==> src/rtl/sal_ref_ctrl.sv <==
// Refresh scheduler: interval ticks accumulate into a pending count that is drained
// through a REQ/GNT handshake, then held busy for tRFC. Optional: SAL_REF_POSTPONE_EN.
module sal_ref_ctrl #(
    parameter int unsigned TREFI_W = 16,
    parameter int unsigned TRFC_W  = 8
) (
    input  logic               clk,
    input  logic               rst_n,
    input  logic               ref_en_i,
    input  logic [TREFI_W-1:0] trefi_i,
    input  logic [TRFC_W-1:0]  trfc_i,
    output logic               ref_req_o,
    input  logic               ref_gnt_i,
    output logic               ref_busy_o,
    output logic               ref_urgent_o,
    output logic [3:0]         ref_pend_o,
    output logic               ref_ovf_o
);

`ifdef SAL_REF_POSTPONE_EN
    localparam logic [3:0] PMAX = 4'd8;
    localparam logic [3:0] UTH  = 4'd6;
`else
    localparam logic [3:0] PMAX = 4'd1;
    localparam logic [3:0] UTH  = 4'd1;
`endif

    typedef enum logic [1:0] {StIdle, StReq, StRfc} state_e;

    state_e             state_q, state_d;
    logic [TREFI_W-1:0] ivl_q, ivl_d, trefi_m1;
    logic [TRFC_W-1:0]  rfc_q, rfc_d, trfc_m1;
    logic [3:0]         pend_q, pend_d;
    logic               ovf_q, ovf_d;
    logic               req_q, busy_q, urgent_q;
    logic               tick, grant;

    // A zero interval/window is treated as one cycle.
    assign trefi_m1 = (trefi_i == '0) ? '0 : trefi_i - 1'b1;
    assign trfc_m1  = (trfc_i == '0) ? '0 : trfc_i - 1'b1;

    assign tick  = ref_en_i && (ivl_q == '0);
    assign grant = (state_q == StReq) && ref_gnt_i;

    always_comb begin
        ivl_d = ivl_q - 1'b1;
        if (!ref_en_i || (ivl_q == '0)) begin
            ivl_d = trefi_m1;
        end
    end

    always_comb begin
        state_d = state_q;
        rfc_d   = rfc_q;
        unique case (state_q)
            StIdle: begin
                if (pend_q != 4'd0) begin
                    state_d = StReq;
                end
            end
            StReq: begin
                if (ref_gnt_i) begin
                    state_d = StRfc;
                    rfc_d   = trfc_m1;
                end
            end
            StRfc: begin
                if (rfc_q == '0) begin
                    state_d = StIdle;
                end else begin
                    rfc_d = rfc_q - 1'b1;
                end
            end
            default: state_d = StIdle;
        endcase
    end

    // Tick and grant together cancel; a tick at capacity is lost and flagged.
    always_comb begin
        pend_d = pend_q;
        ovf_d  = ovf_q;
        if (tick && !grant) begin
            if (pend_q >= PMAX) begin
                ovf_d = 1'b1;
            end else begin
                pend_d = pend_q + 4'd1;
            end
        end else if (grant && !tick && (pend_q != 4'd0)) begin
            pend_d = pend_q - 4'd1;
        end
    end

    always_ff @(posedge clk) begin
        if (!rst_n) begin
            state_q  <= StIdle;
            ivl_q    <= trefi_m1;
            rfc_q    <= '0;
            pend_q   <= 4'd0;
            ovf_q    <= 1'b0;
            req_q    <= 1'b0;
            busy_q   <= 1'b0;
            urgent_q <= 1'b0;
        end else begin
            state_q  <= state_d;
            ivl_q    <= ivl_d;
            rfc_q    <= rfc_d;
            pend_q   <= pend_d;
            ovf_q    <= ovf_d;
            req_q    <= (state_d == StReq);
            busy_q   <= (state_d == StRfc);
            urgent_q <= (pend_d >= UTH);
        end
    end

    assign ref_req_o    = req_q;
    assign ref_busy_o   = busy_q;
    assign ref_urgent_o = urgent_q;
    assign ref_pend_o   = pend_q;
    assign ref_ovf_o    = ovf_q;

endmodule
==> config.mk <==
export PLATFORM = sky130hd
export DESIGN_NAME = sal_ref_ctrl
export DESIGN_NICKNAME = d
export VERILOG_FILES = /design/src/rtl/sal_ref_ctrl.sv
export SDC_FILE = /design/constraint.sdc
export NUM_CORES = 1
export LEC_CHECK = 0
export CORE_MARGIN = 2
export CORE_UTILIZATION = 25
export CTS_CLUSTER_SIZE = 40
export DETAILED_ROUTE_END_ITERATION = 8
export GPL_TIMING_DRIVEN = 0
export PLACE_DENSITY_LB_ADDON = 0.15
export SLEW_MARGIN = 30
export SYNTH_ARGS = -nofsm -noshare
export SYNTH_HDL_FRONTEND = slang
export SYNTH_SLANG_ARGS = --single-unit
==> constraint.sdc <==
create_clock -name clk -period 5.8 [get_ports clk]
set_clock_uncertainty 0.05 [all_clocks]
set_input_delay 1.16 -clock clk [delete_from_list [all_inputs] [get_ports clk]]
set_output_delay 1.16 -clock clk [all_outputs]
set_load 0.02 [all_outputs]
==> results.json <==
{
  "crit_path_cell_trace": "clkdlybuf4s50_1 -> or3_1 -> or4_1 -> o21ai_1 -> clkbuf_1 -> o22ai_1",
  "yosys_warnings": 0,
  "wirelength_um": 4910,
  "setup_tns_ns": 0,
  "synth_seq_cells": 34,
  "cts_hold_buf": 0,
  "rsz0062_at_grt": "no",
  "r2r_start": "ivl_q[0]",
  "viasPerCell": 4.73,
  "max-cap-violations": 0,
  "design_area_mm2": 0.00268,
  "port_buffers": 34,
  "insertedDiodeCount": 0,
  "synth_nets": 294,
  "p_total_uw": 701,
  "placed_cell_area_mm2": 0.00259,
  "drt_pre_antenna_iters": 4,
  "worstSetupEndpointType": "register",
  "grt_overflow_total": 0,
  "grt_antenna_before_repair": 0,
  "status": "finished, final reports clean",
  "hold_viol": 0,
  "max_stage_delay_ns": 0.55,
  "drv_slew": 0,
  "synth_edf_count": 0,
  "synth_top_area_share": 0.321,
  "clk_pin_slew_ns": 0.06,
  "power.density_mw_per_mm2": 261,
  "rows": 33,
  "synth_area_leaders": "dfxtp_1 (32%), xnor2_1 (9.9%), nor2_1 (5.7%)",
  "gp_congestion": 0.798,
  "ir_drop_mv": 0.0778,
  "dieArea_mm2": 0.00923,
  "crit_arrival_ns": 3.62,
  "setup_viol": 0,
  "cts_sinks": 34,
  "start_util": 0.258,
  "ctsResizeCount": 0,
  "fin_util": 0.326,
  "period_needed_ns": 3.53,
  "io_pins": 36,
  "cp_max_fo": 10,
  "post_drt_wl_per_cell_um": 12.2,
  "post-route-period-util": 0.608,
  "grt_util_all_layers": 0.113,
  "fmax_mhz": 284,
  "required_ns": 5.89,
  "avgSynthCellArea_um2": 8.25,
  "place.detailed.hpwl_um": 3740,
  "critPathSlowestCell": "or4_1",
  "worstSetupStartpointType": "input pin",
  "cts_tree": "yes",
  "route.vias.total": 1912,
  "synthArstFlopShare": 0,
  "holdPathEnd": "ref_ovf_o",
  "hold_depth": 2,
  "areaGrowthSynthToFinish_pct": 26.6,
  "insertion_delay_ns": 0.29,
  "holdCritStartpoint": "ref_ovf_o",
  "reg2reg_to": "ref_urgent_o",
  "synth_top_cell_by_area": "dfxtp_1",
  "max_slew_margin": 0.634,
  "syn_inst": 257,
  "cts-htree-levels": 2,
  "die_height_um": 96.1,
  "cts_buffer_depth": 2,
  "ff2ff_path_depth": 8,
  "cts_buffers": 5,
  "postCtsSetupBuffers": 0,
  "drtIter0Drc": 59,
  "hp-class": "reg2reg",
  "root_buffer": "clkbuf_8",
  "path_class": "in2reg",
  "grt_pass1_wl_um": 8140,
  "grt_pass1_vias": 1796,
  "leakage_nw": 0.927,
  "synth_ff_type": "dfxtp_1",
  "die_x_um": 96.1,
  "ff2ff_setup_slack_ns": 3.12,
  "synth_area_mm2": 0.00212,
  "worst_pin_slew_ns": 0.549,
  "layout-drive-gt1-share": 0.0736,
  "drtAntennaViolNets": 0,
  "yosysUniqueCellTypes": 48,
  "fp.coreArea_mm2": 0.00822,
  "fin_nets": 335,
  "grt_max_degree": 11,
  "remaining_drc_errors": 0,
  "yosysSeqAreaShare": 0.321
}
## Yosys cell counts, drive strengths merged, types with 2 or more instances
master    n
a21oi     8
xnor2    24
nand3     3
nor4      7
or2       2
and2      2
nor3     13
or3       6
nor3b     2
a21o      3
clkbuf    7
mux2i     3
xor2      8
o22ai    16
ha        9
buf       3
or4       8
dfxtp    34
o21ai     9
nor2     32
a2111oi   2
o31ai     2
a211o     2
o21a      3
or3b      3
nand2    11
nand3b    2
o221a     2
a211oi    2
or4b      2
inv      14
a31oi     2
## routing by layer
layer  up-vias  wire, µm  track usage  share of wire
met5         -         0            0              0
met3         7       266       0.0235          0.054
met4         0        85       0.0429          0.017
met1       843      2360        0.140           0.48
li1       1012         -            -              -
met2        50      2200        0.191           0.45
## flip-flops by register name (all words and copies together), names as in the netlist
signal        count
ref_busy_o        1
ref_ovf_o         1
ref_req_o         1
rfc_q             8
state_q           2
ref_urgent_o      1
ivl_q            16
ref_pend_o        4
## cell type report
type	count	area [µm²]
sequential	34	681
timing repair buffer	34	340
buffer	10	47.5
tap	105	131
fill	892	5530
clock inverter	1	5.00
multi-input combinational	199	1340
clock buffer	7	86.3
inverter	14	52.6
## worst max-delay path, delay by kind of cell
kind / cells / cell delay [ns]
buffers and inverters: 2 / 0.88
and+or+nand+nor: 2 / 0.99
AOI/OAI and AO/OA: 2 / 0.60
## stage by stage
stage	worst slack, ns	cells	hold slack [ns]
2_1_floorplan	2.67	257	0.408
6_report	2.27	404	0.423
3_3_place_gp	1.94	396	0.415
4_1_cts	2.25	404	0.434
3_5_place_dp	1.95	396	0.419
5_1_grt	2.07	404	0.461
## worst max path at each step
stage                     startpoint           end
after floorplan             ref_en_i  ref_urgent_o
after global placement    trefi_i[6]      ivl_q[0]
after detailed placement  trefi_i[6]      ivl_q[0]
after CTS                 trefi_i[6]      ivl_q[0]
after global routing      trefi_i[6]      ivl_q[0]
final                     trefi_i[6]      ivl_q[0]
## where the power goes
group / switching, mW / internal (mW)
clock network: 0.0871 / 0.0958
logic: 0.117 / 0.104
registers: 0.0297 / 0.268
total: 0.234 / 0.468
## kinds of logic (layout without fill, tap and decap cells)
family                     after synthesis  in the layout  share of synthesized area
AOI/OAI and AO/OA                       59             59                      0.191
xor gates and xnor gates                32             32                      0.132
adders and majority gates                9              9                     0.0531
buffers and inverters                   24             66                     0.0472
DFF                                     34             34                      0.321
muxes                                    3              3                     0.0142
and+or+nand+nor                         96             96                      0.241
## placed cells by master (no fill, tap or decap), types with 2 or more instances in the layout
master	n
xnor2_1	24
nor3b_1	2
o221a_2	2
buf_2	2
a21oi_1	8
or4b_2	2
nand2_1	11
or2_2	2
or4_1	7
nand3b_1	2
or3_1	6
o31ai_1	2
nand3_1	3
o21a_1	3
a31oi_1	2
inv_1	14
clkdlybuf4s50_1	34
o21ai_0	8
nor3_1	13
a21o_1	2
a2111oi_0	2
xor2_1	8
mux2i_1	3
or3b_2	3
nor4_1	7
dfxtp_1	34
a211oi_1	2
o22ai_1	16
nor2_1	32
ha_1	9
a211o_1	2
clkbuf_8	6
clkbuf_1	8
No activity file was read; power rests on OpenSTA's default activity.
